--- src/rtl/cs_frame_buffer_if.sv ---
// Port bundle for cs_frame_buffer: sample strobe in, valid/ready sample out,
// plus occupancy and sticky overflow status.
interface cs_frame_buffer_if #(
    parameter int AW    = 3,
    parameter int IDX_W = 4
);
    // Input side has no backpressure: x_i is taken whenever srdyi_i=1 (or dropped when full).
    // Output side is valid/ready: a word transfers on a rising edge where srdyo_o & drdyi_i;
    // while srdyo_o=1 and drdyi_i=0 the head (z_o, idx_o, last_o) holds.
    logic [31:0]      x_i;
    logic             srdyi_i;
    logic             drdyi_i;
    logic             clr_ovf_i;
    logic [31:0]      z_o;
    logic             srdyo_o;
    logic [IDX_W-1:0] idx_o;
    logic             last_o;
    logic [AW:0]      count_o;
    logic             overflow_o;

    modport master (
        output x_i, srdyi_i, drdyi_i, clr_ovf_i,
        input  z_o, srdyo_o, idx_o, last_o, count_o, overflow_o
    );

    modport slave (
        input  x_i, srdyi_i, drdyi_i, clr_ovf_i,
        output z_o, srdyo_o, idx_o, last_o, count_o, overflow_o
    );
endinterface

--- src/rtl/cs_frame_buffer.sv ---
// First-word-fall-through sample FIFO between centre/scale and the classifier,
// tagging each delivered sample with its position in a fixed-length frame.
module cs_frame_buffer #(
    parameter int AW        = 3,
    parameter int FRAME_LEN = 16,
    parameter int IDX_W     = 4
) (
    input logic             clk,
    input logic             GlobalReset,
    cs_frame_buffer_if.slave bus
);
    localparam int               DEPTH    = 1 << AW;
    localparam logic [AW:0]      DEPTH_C  = (AW + 1)'(DEPTH);
    localparam logic [IDX_W-1:0] LAST_IDX = IDX_W'(FRAME_LEN - 1);

    logic [31:0]      mem [DEPTH];
    logic [AW-1:0]    wr_ptr, wr_ptr_nxt;
    logic [AW-1:0]    rd_ptr, rd_ptr_nxt;
    logic [AW:0]      count, count_nxt;
    logic [IDX_W-1:0] idx, idx_nxt;
    logic             overflow, overflow_nxt;

    logic empty;
    logic full;
    logic push;
    logic pop;
    logic drop;

    assign empty = (count == '0);
    assign full  = (count == DEPTH_C);
    assign pop   = ~empty & bus.drdyi_i;
    // A full FIFO still accepts a sample when the head leaves on the same edge.
    assign push  = bus.srdyi_i & (~full | pop);
    assign drop  = bus.srdyi_i & full & ~pop;

    always_comb begin
        wr_ptr_nxt   = wr_ptr;
        rd_ptr_nxt   = rd_ptr;
        count_nxt    = count;
        idx_nxt      = idx;
        overflow_nxt = overflow;

        if (push) begin
            wr_ptr_nxt = wr_ptr + AW'(1);
        end

        if (pop) begin
            rd_ptr_nxt = rd_ptr + AW'(1);
            idx_nxt    = (idx == LAST_IDX) ? '0 : idx + IDX_W'(1);
        end

        case ({push, pop})
            2'b10:   count_nxt = count + (AW + 1)'(1);
            2'b01:   count_nxt = count - (AW + 1)'(1);
            default: count_nxt = count;
        endcase

        // A drop on the same edge as a clear leaves the flag set.
        if (drop) begin
            overflow_nxt = 1'b1;
        end else if (bus.clr_ovf_i) begin
            overflow_nxt = 1'b0;
        end
    end

    always_ff @(posedge clk or negedge GlobalReset) begin
        if (!GlobalReset) begin
            wr_ptr   <= '0;
            rd_ptr   <= '0;
            count    <= '0;
            idx      <= '0;
            overflow <= 1'b0;
        end else begin
            wr_ptr   <= wr_ptr_nxt;
            rd_ptr   <= rd_ptr_nxt;
            count    <= count_nxt;
            idx      <= idx_nxt;
            overflow <= overflow_nxt;
        end
    end

    // Storage is never reset; an empty FIFO masks it on z_o.
    always_ff @(posedge clk) begin
        if (push) begin
            mem[wr_ptr] <= bus.x_i;
        end
    end

    assign bus.srdyo_o    = ~empty;
    assign bus.z_o        = empty ? 32'h0 : mem[rd_ptr];
    assign bus.idx_o      = idx;
    assign bus.last_o     = ~empty & (idx == LAST_IDX);
    assign bus.count_o    = count;
    assign bus.overflow_o = overflow;
endmodule

--- src/flat_wrapper.sv ---
// flat-port wrapper written by rule: the top's interface ports become plain ports
module cs_frame_buffer_flat 
#(
    parameter int AW        = 3,
    parameter int FRAME_LEN = 16,
    parameter int IDX_W     = 4
)
  (clk, GlobalReset, bus_x_i, bus_srdyi_i, bus_drdyi_i, bus_clr_ovf_i, bus_z_o, bus_srdyo_o, bus_idx_o, bus_last_o, bus_count_o, bus_overflow_o);
  cs_frame_buffer_if #(.AW(AW), .IDX_W(IDX_W)) bus_i ();
  input logic clk;
  input logic GlobalReset;
  input wire logic [$bits(bus_i.x_i)-1:0] bus_x_i;
  input wire logic [$bits(bus_i.srdyi_i)-1:0] bus_srdyi_i;
  input wire logic [$bits(bus_i.drdyi_i)-1:0] bus_drdyi_i;
  input wire logic [$bits(bus_i.clr_ovf_i)-1:0] bus_clr_ovf_i;
  output wire logic [$bits(bus_i.z_o)-1:0] bus_z_o;
  output wire logic [$bits(bus_i.srdyo_o)-1:0] bus_srdyo_o;
  output wire logic [$bits(bus_i.idx_o)-1:0] bus_idx_o;
  output wire logic [$bits(bus_i.last_o)-1:0] bus_last_o;
  output wire logic [$bits(bus_i.count_o)-1:0] bus_count_o;
  output wire logic [$bits(bus_i.overflow_o)-1:0] bus_overflow_o;
  assign bus_i.x_i = bus_x_i;
  assign bus_i.srdyi_i = bus_srdyi_i;
  assign bus_i.drdyi_i = bus_drdyi_i;
  assign bus_i.clr_ovf_i = bus_clr_ovf_i;
  assign bus_z_o = bus_i.z_o;
  assign bus_srdyo_o = bus_i.srdyo_o;
  assign bus_idx_o = bus_i.idx_o;
  assign bus_last_o = bus_i.last_o;
  assign bus_count_o = bus_i.count_o;
  assign bus_overflow_o = bus_i.overflow_o;
  cs_frame_buffer #(.AW(AW), .FRAME_LEN(FRAME_LEN), .IDX_W(IDX_W)) u_core (.clk(clk), .GlobalReset(GlobalReset), .bus(bus_i));
endmodule
--- config.mk ---
export PLATFORM = sky130hd
export DESIGN_NAME = cs_frame_buffer_flat
export DESIGN_NICKNAME = d
export VERILOG_FILES = /design/src/rtl/cs_frame_buffer_if.sv /design/src/rtl/cs_frame_buffer.sv /design/src/flat_wrapper.sv
export SDC_FILE = /design/constraint.sdc
export NUM_CORES = 1
export LEC_CHECK = 0
export BUFFER_PORTS_ARGS = -buffer_cell sky130_fd_sc_hd__buf_4
export CORE_AREA = 2 2 145 147
export DETAILED_ROUTE_END_ITERATION = 8
export DIE_AREA = 0 0 147 149
export GPL_TIMING_DRIVEN = 0
export PLACE_DENSITY_LB_ADDON = 0.3
export SLEW_MARGIN = 20
export SYNTH_ARGS = -nofsm -noshare
export SYNTH_HDL_FRONTEND = slang
export SYNTH_SLANG_ARGS = --single-unit
--- constraint.sdc ---
create_clock -name clk -period 4.1 [get_ports clk]
set_input_delay 0.41 -clock clk [delete_from_list [all_inputs] [get_ports clk]]
set_output_delay 0.41 -clock clk [all_outputs]
set_load 0.03 [all_outputs]
# Word level (Yosys, flattened, before mapping)
# Memory sizes are Yosys's and may differ from the RTL's.
# Cells that the tools add are included.
# totals
regBits	15
latchBits	0
ramBits	256
rom_bits	0
input_bits	37
out_inout_bits	43
word_cells	34
n_memories	1
# mem_list
name	words	width	read_ports	rd_ports_with_merged_regs	write_ports	line	rtl
u_core.mem	8	32	1	0	1	cs_frame_buffer.sv:16	logic [31:0] mem [DEPTH];
# op_classes
n_addsub	5
multipliers	0
div	0
magnitude_cmp	0
eq_ne	4
shifts	0
mux	7
n_bitwise	9
n_reduce_logical	3
# op_table
operator	count
$mux 32	1
$add 4x1->4 const B	2
$eq 4x4->1 const B	2
$pmux 4 s2	1
$add 3x1->3 const B	2
$and 1x1->1	5
$logic_not 4->1	1
$mux 1	4
$mux 4	1
$reduce_bool 2->1	2
$sub 4x1->4 const B	1
$not 1->1	3
$eq 2x1->1 const B	1
$eq 2x2->1 const B	1
$or 1x1->1	1

# Depth between registers and ports, before layout
# Gate-level depths: netlist of the first run.
# depth
ltp_word	7
ltp_mapped	9
ltp_nobuf	9

# Worst setup path after synthesis of the first run
# No wires, ideal clock.
# synth_timing
path_type	register to register
startpoint	reg u_core.count[0], in the netlist u_core.bus.count_o[0]
endpoint	mem u_core.mem[1][0] (enable)
arrival_ns	3.438
required_time_ns	3.639
path_slack_ns	0.201
stages_incl_launch_ff	5
n_path_buf	0
period_less_slack_ns	3.899
cell_sequence	dfrtp_1 > or3_4 > o21ai_4 > or2_2 > nor3_1
# synth_between
elab_chain_cells	7
# synth_lines
item	line	rtl
start, declared	cs_frame_buffer.sv:19	logic [AW:0] count, count_nxt;
start signal, assigned	cs_frame_buffer.sv:76	count <= count_nxt;
$logic_not 4->1	cs_frame_buffer.sv:29	assign empty = (count == '0);
$not 1->1	cs_frame_buffer.sv:31	assign pop = ~empty & bus.drdyi_i;
$and 1x1->1	cs_frame_buffer.sv:31	
$or 1x1->1 (*)	cs_frame_buffer.sv:33	assign push = bus.srdyi_i & (~full | pop);
$and 1x1->1 (*)	cs_frame_buffer.sv:33	
$mux 1 (*)	cs_frame_buffer.sv:84	if (push) begin
$mux 1 (not written as such) (*)	cs_frame_buffer.sv:85	mem[wr_ptr] <= bus.x_i;
end, declared	cs_frame_buffer.sv:16	
# Every way passes the cells marked *; elsewhere a longest branch is shown, timed or not.

# Worst setup path in the final report of the first run
# layout_timing
startpoint	reg u_core.count[1], in the netlist u_core.bus.count_o[1]
endpoint	out bus_z_o[19]
# layout_between
elab_chain_cells	2
# layout_lines
item	line	rtl
$logic_not 4->1	cs_frame_buffer.sv:29	
$mux 32	cs_frame_buffer.sv:90	assign bus.z_o = empty ? 32'h0 : mem[rd_ptr];
end, declared	flat_wrapper.sv:16	output wire logic [$bits(bus_i.z_o)-1:0] bus_z_o;
# Every way passes these cells.

==> qor.yml, run 1 <==
synth_ff_type: "edfxtp_1"
startpoint_type: "flop"
io_pins: 80
drt_iter0_markers: 425
postRouteAntennaNets: 0
slew_viol_final: 0
viasPerCell: 5.654
fin_nets: 657
crit_chain: "or3_4, nor2_4, buf_2, nor2_1, buf_4"
synth_cell_types: 34
synth.top_cells.by_count: "edfxtp_1 (256), mux4_2 (64), nor2_1 (41)"
grt_pass1_vias: 5566
dpl_cell_area_sq_mm: 0.01186
drt_wl_total_microns: 20860
synth_top_cells_by_area: "edfxtp_1 (73%), mux4_2 (14%), dfrtp_1 (3.6%)"
path_class: "flop to output port"
dr_total_vias: 5151
io_buffers: 79
fin_cells: 911
diodes: 0
setup_viol: 0
synth_nets: 530
first_pass_iters: 5
cp_max_fo: 10
hold_viol: 0
start_util_pct: 51.38
clk_latency_ps: 530
syn-cell-area_sq_mm: 0.01056
worst_slew_pin_slew_ps: 795.3
ys_seq_elements: 271
grt_max_degree: 20
drive_gt1_share_pct: 37.11
cts.repair.resized: 0
synth_top_area_share_pct: 72.79
synth-edff-count: 256
area_growth_syn_to_layout_pct: 21.27
place.gp.congestion: 0.7039
overflow: 0
cts_max_level: 1
period_needed_ps: 2811
filler_cell_count: 1466
synth_area_leader_cell: "edfxtp_1"
yosysMostFrequentCell: "edfxtp_1"
worstPathArrival_ps: 2400
p_per_area_mw_per_mm2: 767.8
tritoncts: "done"
peakVddDrop_mv: 0.5724
highest_layer: "met4"
fin_util_pct: 62.30
async_reset_ff_share_pct: 5.535
timing.hold.ws_ps: 65.79
max_cap_viol_count: 0
fin_area_sq_mm: 0.01281
avgRoutedWirePerCell_microns: 22.90
finalCritPeriodShare_pct: 68.56
critPathCaptureType: "output port"
skew_ps: 5.928
die_y_microns: 149
post-route-drc-count: 0
cp.required_ps: 3690
antenna_found_initial: 0
dpl.hpwl_microns: 13360
slew_headroom_pct: 46.69
syn_inst: 487
coreArea_sq_mm: 0.02056
cts_made_buffers: 28
cts_buffer_depth: 3
clock.fmax_ghz: 0.3558
wl_met1_microns: 8564
wl_met3_microns: 1077
slowest_stage: "dfrtp_1"
route.met2.wl_microns: 10860
placedCellCount: 858
cts.sinks: 271
syn_avg_cell_area_sq_um: 21.69
fin_total_pwr_uw: 9834
slowest_delay_ps: 460
clk_pin_slew_ps: 60
yosysSeqAreaShare_pct: 76.34
power.leakage_uw: 0.004442
die-width_microns: 147
grt_first_pass_wirelength_microns: 31890
hp-class: "input port to flop"
status: "finished clean"
rsz0062_at_grt: "no"
cts_root_buf: "clkbuf_16"
grt_use_total_pct: 19.63
rows: 53
yosysWarnings: 0
design.die.area_sq_mm: 0.02190
-- timing repair --
item	in CTS	in global routing
setup buffers	0	0
endpoints found under the hold margin	15	0
hold buffers	1	0
-- report_power, final --
group	total (uW)	leakage (uW)	switching, uW	internal (uW)
clock	2530	0.000459	1000	1530
sequential	3620	0.00250	170	3450
combinational	3680	0.00148	2100	1580
-- registers in the layout, indices dropped and copies added (netlist names) --
register	cells
u_core.mem	256
u_core.bus.overflow_o	1
u_core.bus.count_o	4
u_core.bus.idx_o	4
u_core.wr_ptr	3
u_core.rd_ptr	3
-- final cells by class --
cell class              instances  area, sq um  share of cell area [%]
flip-flops and latches        271         8063                   62.95
multi-input cells             189         2390                   18.66
repair buffers                 97        910.9                   7.112
clock buffers                  38        789.5                   6.165
well taps                     275        344.1                   2.687
clock inverters                14        146.4                   1.143
plain buffers                  22        145.1                   1.133
inverters                       5        18.77                  0.1465
-- worst max-delay path: cells and delay by family, from the launching register on --
family | cells | cell delay (ps)
buffers and inverters | 2 | 540
DFF | 1 | 460
and+or+nand+nor | 3 | 860
-- final timing paths --
path                                             from               endpoint  slack [ps]  cells past startpoint
min in group asynchronous                 GlobalReset       u_core.wr_ptr[0]         280                      2
worst min-delay path                    bus_clr_ovf_i  u_core.bus.overflow_o          70                      2
max in group asynchronous                 GlobalReset       u_core.rd_ptr[2]        3650                      2
worst max-delay path            u_core.bus.count_o[1]            bus_z_o[19]        1290                      5
worst min register to register       u_core.wr_ptr[0]       u_core.wr_ptr[0]         520                      2
worst max register to register  u_core.bus.count_o[0]      u_core.mem[1][15]        1450                      6
-- cells in the final DEF, fill, tap and decap left out, types with 5 or more instances in the layout --
| cell type | instances |
|---|---|
| clkbuf_16 | 29 |
| nor2_1 | 35 |
| clkinv_2 | 5 |
| buf_6 | 10 |
| buf_16 | 7 |
| nand2_1 | 6 |
| buf_2 | 14 |
| buf_4 | 83 |
| nor2_4 | 7 |
| mux4_2 | 64 |
| xor2_1 | 5 |
| ha_1 | 6 |
| edfxtp_1 | 256 |
| dfrtp_1 | 15 |
| clkbuf_1 | 8 |
| mux2i_1 | 32 |
-- routing by layer --
metal	track usage, %	vias up
li1	-	2247
met1	26.04	2734
met3	3.425	26
met4	4.423	0
met2	34.62	144
met5	0	-
-- kinds of logic (layout without fill, tap and decap cells) --
logic type / Yosys count / count (layout) / synth area share, %
flip-flops: 271 / 271 / 76.34
multiplexers: 101 / 101 / 17.21
AND/OR/NAND/NOR: 64 / 64 / 2.760
buffers and inverters: 27 / 176 / 1.552
AO/OA/AOI/OAI: 9 / 9 / 0.6754
XOR/XNOR: 9 / 9 / 0.7463
adder cells (fa/ha/maj): 6 / 6 / 0.7108
-- stage by stage --
stage          setup TNS [ps]  setup WS [ps]
2_1_floorplan               0          200.6
3_3_place_gp          -150610          -1844
3_5_place_dp                0           1463
4_1_cts                     0           1259
5_1_grt                     0           1199
6_report                    0           1289
Note: power is estimated with default switching activity, not from simulation.
==> run 2, diff against run 1 <==
==> constraint.sdc (replaced) <==
create_clock -name clk -period 2.8 [get_ports clk]
set_input_delay 0.28 -clock clk [delete_from_list [all_inputs] [get_ports clk]]
set_output_delay 0.28 -clock clk [all_outputs]
set_load 0.03 [all_outputs]
==> run 2 against run 1 <==
First-iteration DRC count shrank 18%. Highest routed layer unchanged. Critical path depth is the same. Sequential share of layout area down 0.85 points. Flip-flop and latch count stayed put. Final cell count up 2.6%. Die area is the same. Register-to-register slack lost 1100 ps.
==> qor.yml, run 2 (synthesis gave the netlist of run 1 again) <==
dpl.hpwl_microns: 12510  # was 13360 microns
min_path_cells: 3  # was 2
post-route-drc-count: 0  # unchanged
slew_headroom_pct: 47.41  # was 46.69%
internal-power_uw: 9401  # was 6560 uW
power.leakage_uw: 0.004485  # was 0.004442 uW
die-width_microns: 147  # unchanged
first_pass_iters: 4  # was 5
p_clk_share_pct: 24.6  # was 25.8%
grt_max_degree: 21  # was 20
design.die.area_sq_mm: 0.02190  # unchanged
path_class: "flop to output port"  # unchanged
final_common_cell: "edfxtp_1"  # unchanged
grt_first_pass_wirelength_microns: 31290  # was 31890 microns
cts.repair.resized: 0  # unchanged
rsz0062_at_grt: "no"  # unchanged
p_per_area_mw_per_mm2: 1088  # was 767.8 mW/mm^2
worstReg2RegEnd: "u_core.mem[1][25]"  # was u_core.mem[1][15]
viasPerCell: 5.484  # was 5.654
dr_total_vias: 5128  # was 5151
drt_iter0_markers: 348  # was 425
place.gp.congestion: 0.7167  # was 0.7039
cts_max_level: 1  # unchanged
combPwrFrac_pct: 37.8  # was 37.4%
clk_pin_slew_ps: 60  # about the same
status: "finished clean"  # unchanged
postRouteAntennaNets: 0  # unchanged
drive_gt1_share_pct: 34.39  # was 37.11%
cp_max_fo: 10  # unchanged
die_y_microns: 149  # unchanged
cts_buffer_depth: 3  # unchanged
hp-class: "input port to flop"  # unchanged
peakVddDrop_mv: 0.7095  # was 0.5724 mV
cts.sinks: 271  # unchanged
largest_register: "u_core.mem"  # unchanged
startpoint_type: "flop"  # unchanged
start_util_pct: 51.38  # unchanged
avgRoutedWirePerCell_microns: 21.49  # was 22.90 microns
overflow: 0  # unchanged
critPathCaptureType: "output port"  # unchanged
grt_pass1_vias: 5483  # was 5566
hold_viol: 0  # unchanged
diodes: 0  # unchanged
fin_util_pct: 63.15  # was 62.30%
switching_power_uw: 4726  # was 3274 uW
ff2ff_setup_slack_ps: 340  # was 1450 ps
grt_use_total_pct: 19.09  # was 19.63%
period_needed_ps: 2632
finalCritPeriodShare_pct: 93.98
antenna_found_initial: 0  # unchanged
max_cap_viol_count: 0  # unchanged
hp-start: "bus_srdyi_i"  # was bus_clr_ovf_i
layout_common_cells: "edfxtp_1 (256), buf_4 (79), mux4_2 (64)"  # was edfxtp_1 (256), buf_4 (83), mux4_2 (64)
skew_ps: 6.516  # was 5.928 ps
clock.fmax_ghz: 0.3800
rows: 53  # unchanged
r2r-start: "u_core.bus.count_o[1]"  # was u_core.bus.count_o[0]
setup_viol: 0  # unchanged
worstPathArrival_ps: 2350  # was 2400 ps
post_cts_buffers: 0  # unchanged
fin_total_pwr_uw: 14130  # was 9834 uW
tritoncts: "done"  # unchanged
whs_endpoint: "u_core.bus.overflow_o"  # unchanged
p_seq_share_pct: 37.6  # was 36.8%
switching_share_pct: 33.45  # was 33.30%
cp.required_ps: 2520  # was 3690 ps
io_pins: 80  # unchanged
drt_wl_total_microns: 20100  # was 20860 microns
r2r_cells: 6  # unchanged
clk_latency_ps: 530  # about the same
area_growth_syn_to_layout_pct: 22.92  # was 21.27%
cts_made_buffers: 27  # was 28
coreArea_sq_mm: 0.02056  # unchanged
worst_slew_pin_slew_ps: 788.8  # was 795.3 ps
largest_reg_flops: 256  # unchanged
io_buffers: 79  # unchanged
cts_root_buf: "clkbuf_16"  # unchanged
fin_nets: 682  # was 657
slew_viol_final: 0  # unchanged
-- run 2: cell types whose count changed in the layout (fill, tap and decap cells not counted), moves of 3 or more --
cell           change
clkinvlp_4         +3
buf_12             +3
dlygate4sd3_1     +33
buf_4              -4
buf_16             -4
clkbuf_8           -3
-- run 2: timing repair --
item | CTS | global route
endpoints found under the setup margin | 0 | 0
hold buffers | 34 | 0
endpoints found under the hold margin | 272 | 0
-- run 2: worst max path at each step --
stage / startpoint / end / slack (ps) / cells past startpoint
after floorplan: u_core.bus.count_o[0] / u_core.mem[7][0] / -240 / 4
after global placement: u_core.bus.count_o[0] / u_core.mem[7][16] / -1490 / 4
after detailed placement: u_core.bus.count_o[0] / u_core.mem[0][16] / 290 / 6
after CTS: u_core.rd_ptr[1] / bus_z_o[12] / 100 / 5
after global routing: u_core.rd_ptr[1] / bus_z_o[8] / 50 / 5
final: u_core.rd_ptr[1] / bus_z_o[12] / 170 / 5
-- run 2: worst max-delay path, cell delays in order (launching register included) --
cell and delay, ps:
dfrtp_1 370, clkbuf_1 610, mux4_2 420, mux2i_1 180, nor2_1 60, buf_4 170
-- run 2: area by class of cell --
type,instances,area [sq um]
inverters,5,18.77
repair buffers,123,1139
plain buffers,22,145.1
clock buffers,32,694.4
multi-input cells,189,2402
well taps,275,344.1
fillers,1432,7575
flip-flops and latches,271,8063
clock inverters,18,176.4
-- run 2: per-stage QoR --
stage | setup slack (ps) | std cells | TNS [ps] | hold WS [ps] | cell area (sq um)
floorplan | -238.0 | 487 | -47850 | -15.59 | 10570
global placement | -1485 | 841 | -347240 | 139.3 | 11510
detailed placement | 288.1 | 851 | 0 | 142.8 | 11770
CTS | 95.53 | 935 | 0 | 30.22 | 12980
global route | 47.71 | 935 | 0 | 61.79 | 12980
finish | 168.4 | 935 | 0 | 50.65 | 12980
-- run 2: metal layers --
layer  wire length (microns)  GRT usage (%)
met1                    7875          24.90
met2                   10700          34.27
met3                    1089          2.752
met4                     434          4.952
met5                       0              0
-- run 2: power groups by stage --
stage | Clock (uW) | Sequential (uW) | Combinational, uW
floorplan | 0 | 5450 | 3480
global placement | 0 | 5380 | 5150
detailed placement | 0 | 5390 | 5400
CTS | 3550 | 5310 | 5450
global route | 3700 | 5360 | 5740
finish | 3480 | 5310 | 5340
==> run 3, diff against run 2 <==
--- a/config.mk
+++ b/config.mk
@@ -5,10 +5,10 @@
 export SDC_FILE = /design/constraint.sdc
 export NUM_CORES = 1
 export LEC_CHECK = 0
-export BUFFER_PORTS_ARGS = -buffer_cell sky130_fd_sc_hd__buf_4
 export CORE_AREA = 2 2 145 147
 export DETAILED_ROUTE_END_ITERATION = 8
 export DIE_AREA = 0 0 147 149
+export DONT_BUFFER_PORTS = 1
 export GPL_TIMING_DRIVEN = 0
 export PLACE_DENSITY_LB_ADDON = 0.3
 export SLEW_MARGIN = 20
==> run 3 against run 2 <==
First-iteration DRC count up 15%. Hold slack improved by 120 ps. Sequential power is 2% higher. Flip-flop and latch count is the same. Global-route usage is 0.13 points lower. Critical path depth stayed put. Fmax shrank 1.4%. Combinational power fell by 16%. Via count is 5.2% lower. Sequential share of layout area rose by 2.7 points. Clock power grew 3%. Register-to-register slack got worse by 110 ps. Critical endpoint is now bus_z_o[31].
==> qor.yml, run 3 (synthesis gave the netlist of run 1 again) <==
status: "finished clean"  # unchanged
grt_use_met3_pct: 3.976  # was 2.752%
endpoint: "bus_z_o[31]"  # was bus_z_o[12]
setup_ws_ps: 130.8  # was 168.4 ps
antenna_found_initial: 1  # was 0
p_per_area_mw_per_mm2: 1084  # was 1088 mW/mm^2
ff2ff_setup_slack_ps: 230  # was 340 ps
power.leakage_uw: 0.004145  # was 0.004485 uW
min_path_cells: 4  # was 3
cts_made_buffers: 28  # was 27
slowest_delay_ps: 560  # was 610 ps
drt_wl_total_microns: 20050  # was 20100 microns
clk_latency_ps: 530  # about the same
crit_top_cell: "buf_2"
cp-startpoint: "u_core.rd_ptr[1]"  # unchanged
r2r_cells: 9  # was 6
start_util_pct: 51.38  # unchanged
peakVddDrop_mv: 0.7266  # was 0.7095 mV
largest_register: "u_core.mem"  # unchanged
grt_pass1_vias: 5197  # was 5483
skew_ps: 4.999  # was 6.516 ps
setup_viol: 0  # unchanged
coreArea_sq_mm: 0.02056  # unchanged
die_y_microns: 149  # unchanged
io_pins: 80  # unchanged
slowest_stage: "nor2_1"  # was clkbuf_1
design.die.area_sq_mm: 0.02190  # unchanged
drive_gt1_share_pct: 25.94  # was 34.39%
hold_viol: 0  # unchanged
layout_common_cells: "edfxtp_1 (256), mux4_2 (64), dlygate4sd3_1 (36)"  # was edfxtp_1 (256), buf_4 (79), mux4_2 (64)
grt_use_total_pct: 18.96  # was 19.09%
die-width_microns: 147  # unchanged
grt_max_degree: 21  # unchanged
seq_area_sq_mm: 0.008065  # was 0.008063 sq mm
period_needed_ps: 2669  # was 2632 ps
tritoncts: "done"  # unchanged
path_class: "flop to output port"  # unchanged
r2r-start: "u_core.bus.count_o[2]"  # was u_core.bus.count_o[1]
crit_cells: 5  # unchanged
cpLargestDelayFamily: "buffers and inverters"  # unchanged
cp_max_fo: 10  # unchanged
tns_ps: 0  # unchanged
cts_buffer_depth: 3  # unchanged
top_usage_layer: "met2"  # unchanged
cp.required_ps: 2520  # about the same
worstReg2RegEnd: "u_core.bus.count_o[2]"  # was u_core.mem[1][25]
critPathCaptureType: "output port"  # unchanged
worstPathArrival_ps: 2390  # was 2350 ps
grt_use_met1_pct: 24.68  # was 24.90%
largest_reg_flops: 256  # unchanged
startpoint_type: "flop"  # unchanged
post-route-drc-count: 0  # unchanged
dpl.hpwl_microns: 12430  # was 12510 microns
post_cts_buffers: 0  # unchanged
filler_cell_count: 1479  # was 1432
slew_viol_final: 0  # unchanged
dr_total_vias: 4863  # was 5128
worst_slew_pin_slew_ps: 726.3  # was 788.8 ps
cts_root_buf: "clkbuf_16"  # unchanged
drt_iter0_markers: 400  # was 348
io_buffers: 0  # was 79
viasPerCell: 5.642  # was 5.484
cts_max_level: 1  # unchanged
clock.fmax_ghz: 0.3746  # was 0.3800 GHz
hp-class: "input port to flop"  # unchanged
use_met2_pct: 33.29  # was 34.27%
place_worst_setup_slack_ps: 203.8  # was 288.1 ps
postRouteAntennaNets: 0  # unchanged
first_pass_iters: 4  # unchanged
multiInputGateArea_sq_mm: 0.002405  # was 0.002402 sq mm
rsz0062_at_grt: "no"  # unchanged
area_growth_syn_to_layout_pct: 17.89  # was 22.92%
fin_nets: 607  # was 682
fin_util_pct: 60.57  # was 63.15%
clk_pin_slew_ps: 60  # about the same
max_cap_viol_count: 0  # unchanged
path_buf_inv: 2  # unchanged
overflow: 0  # unchanged
avgRoutedWirePerCell_microns: 23.26  # was 21.49 microns
final_common_cell: "edfxtp_1"  # unchanged
crit_chain: "buf_2, buf_2, mux4_2, mux2i_1, nor2_1"  # was clkbuf_1, mux4_2, mux2i_1, nor2_1, buf_4
grt_first_pass_wirelength_microns: 30730  # was 31290 microns
finalCritPeriodShare_pct: 95.33  # was 93.98%
rows: 53  # unchanged
cts.sinks: 271  # unchanged
slew_headroom_pct: 51.47  # was 47.41%
place.gp.congestion: 0.7226  # was 0.7167
## run 3: cell count changes in the layout (fill, tap and decap cells not counted), moves of 2 or more
| cell | change |
|---|---|
| buf_8 | +4 |
| dlygate4sd3_1 | +2 |
| clkinv_2 | +2 |
| clkinvlp_4 | -3 |
| buf_4 | -79 |
| dfrtp_1 | -2 |
| clkbuf_16 | +2 |
| dfrtp_2 | +2 |
## run 3: repair_timing
action | CTS | global route
endpoints found under the hold margin | 274 | 0
hold buffers | 36 | 0
setup endpoints to repair | 0 | 5
gates resized for setup | 0 | 5
## run 3: cell type report
| cell class | count | area share [%] |
|---|---|---|
| flip-flops and latches | 271 | 64.78 |
| multi-input cells | 189 | 19.31 |
| clock buffers | 36 | 6.040 |
| repair buffers | 47 | 4.552 |
| well taps | 275 | 2.764 |
| clock inverters | 16 | 1.206 |
| plain buffers | 22 | 1.176 |
| inverters | 5 | 0.1507 |
| diodes | 1 | 0.02010 |
## run 3: through the flow
| step | total power, uW | instance area (sq um) | hold slack, ps | std cells |
|---|---|---|---|---|
| 6_report | 13500 | 12450 | 175.4 | 862 |
| 5_1_grt | 14100 | 12450 | 209.6 | 862 |
| 2_1_floorplan | 8927 | 10570 | -15.59 | 487 |
| 3_3_place_gp | 9755 | 10920 | -15.29 | 762 |
| 4_1_cts | 13660 | 12440 | 157.2 | 861 |
| 3_5_place_dp | 9993 | 11180 | -15.23 | 773 |
## run 3: worst min path at each step
stage,start,end
final,bus_drdyi_i,u_core.wr_ptr[0]
after global routing,bus_drdyi_i,u_core.wr_ptr[0]
after CTS,bus_drdyi_i,u_core.wr_ptr[0]
after detailed placement,GlobalReset,u_core.bus.count_o[1]
after global placement,GlobalReset,u_core.bus.count_o[3]
after floorplan,GlobalReset,u_core.bus.count_o[0]
## run 3: report_power, final
group	leakage (uW)	total, uW	switching [uW]	internal (uW)
sequential	0.00250	5440	388	5050
clock	0.000441	3580	1420	2160
combinational	0.00120	4480	2810	1670
total	0.00415	13500	4620	8880
## run 3: worst register-to-register path, cell delays in order, from the launching register on
cell     delay, ps
dfrtp_1        560
or3_4          450
o21ai_4        250
ha_1           320
xor2_1         120
ha_1           200
a21oi_1        160
xor2_1         160
nor2_1          70
xor2_1         150
## run 3: metal layers
layer  wire, microns  vias to the layer above
met5               0                        -
met4             403                        0
met3            1328                       31
met2           10560                      135
met1            7765                     2552
li1                -                     2145
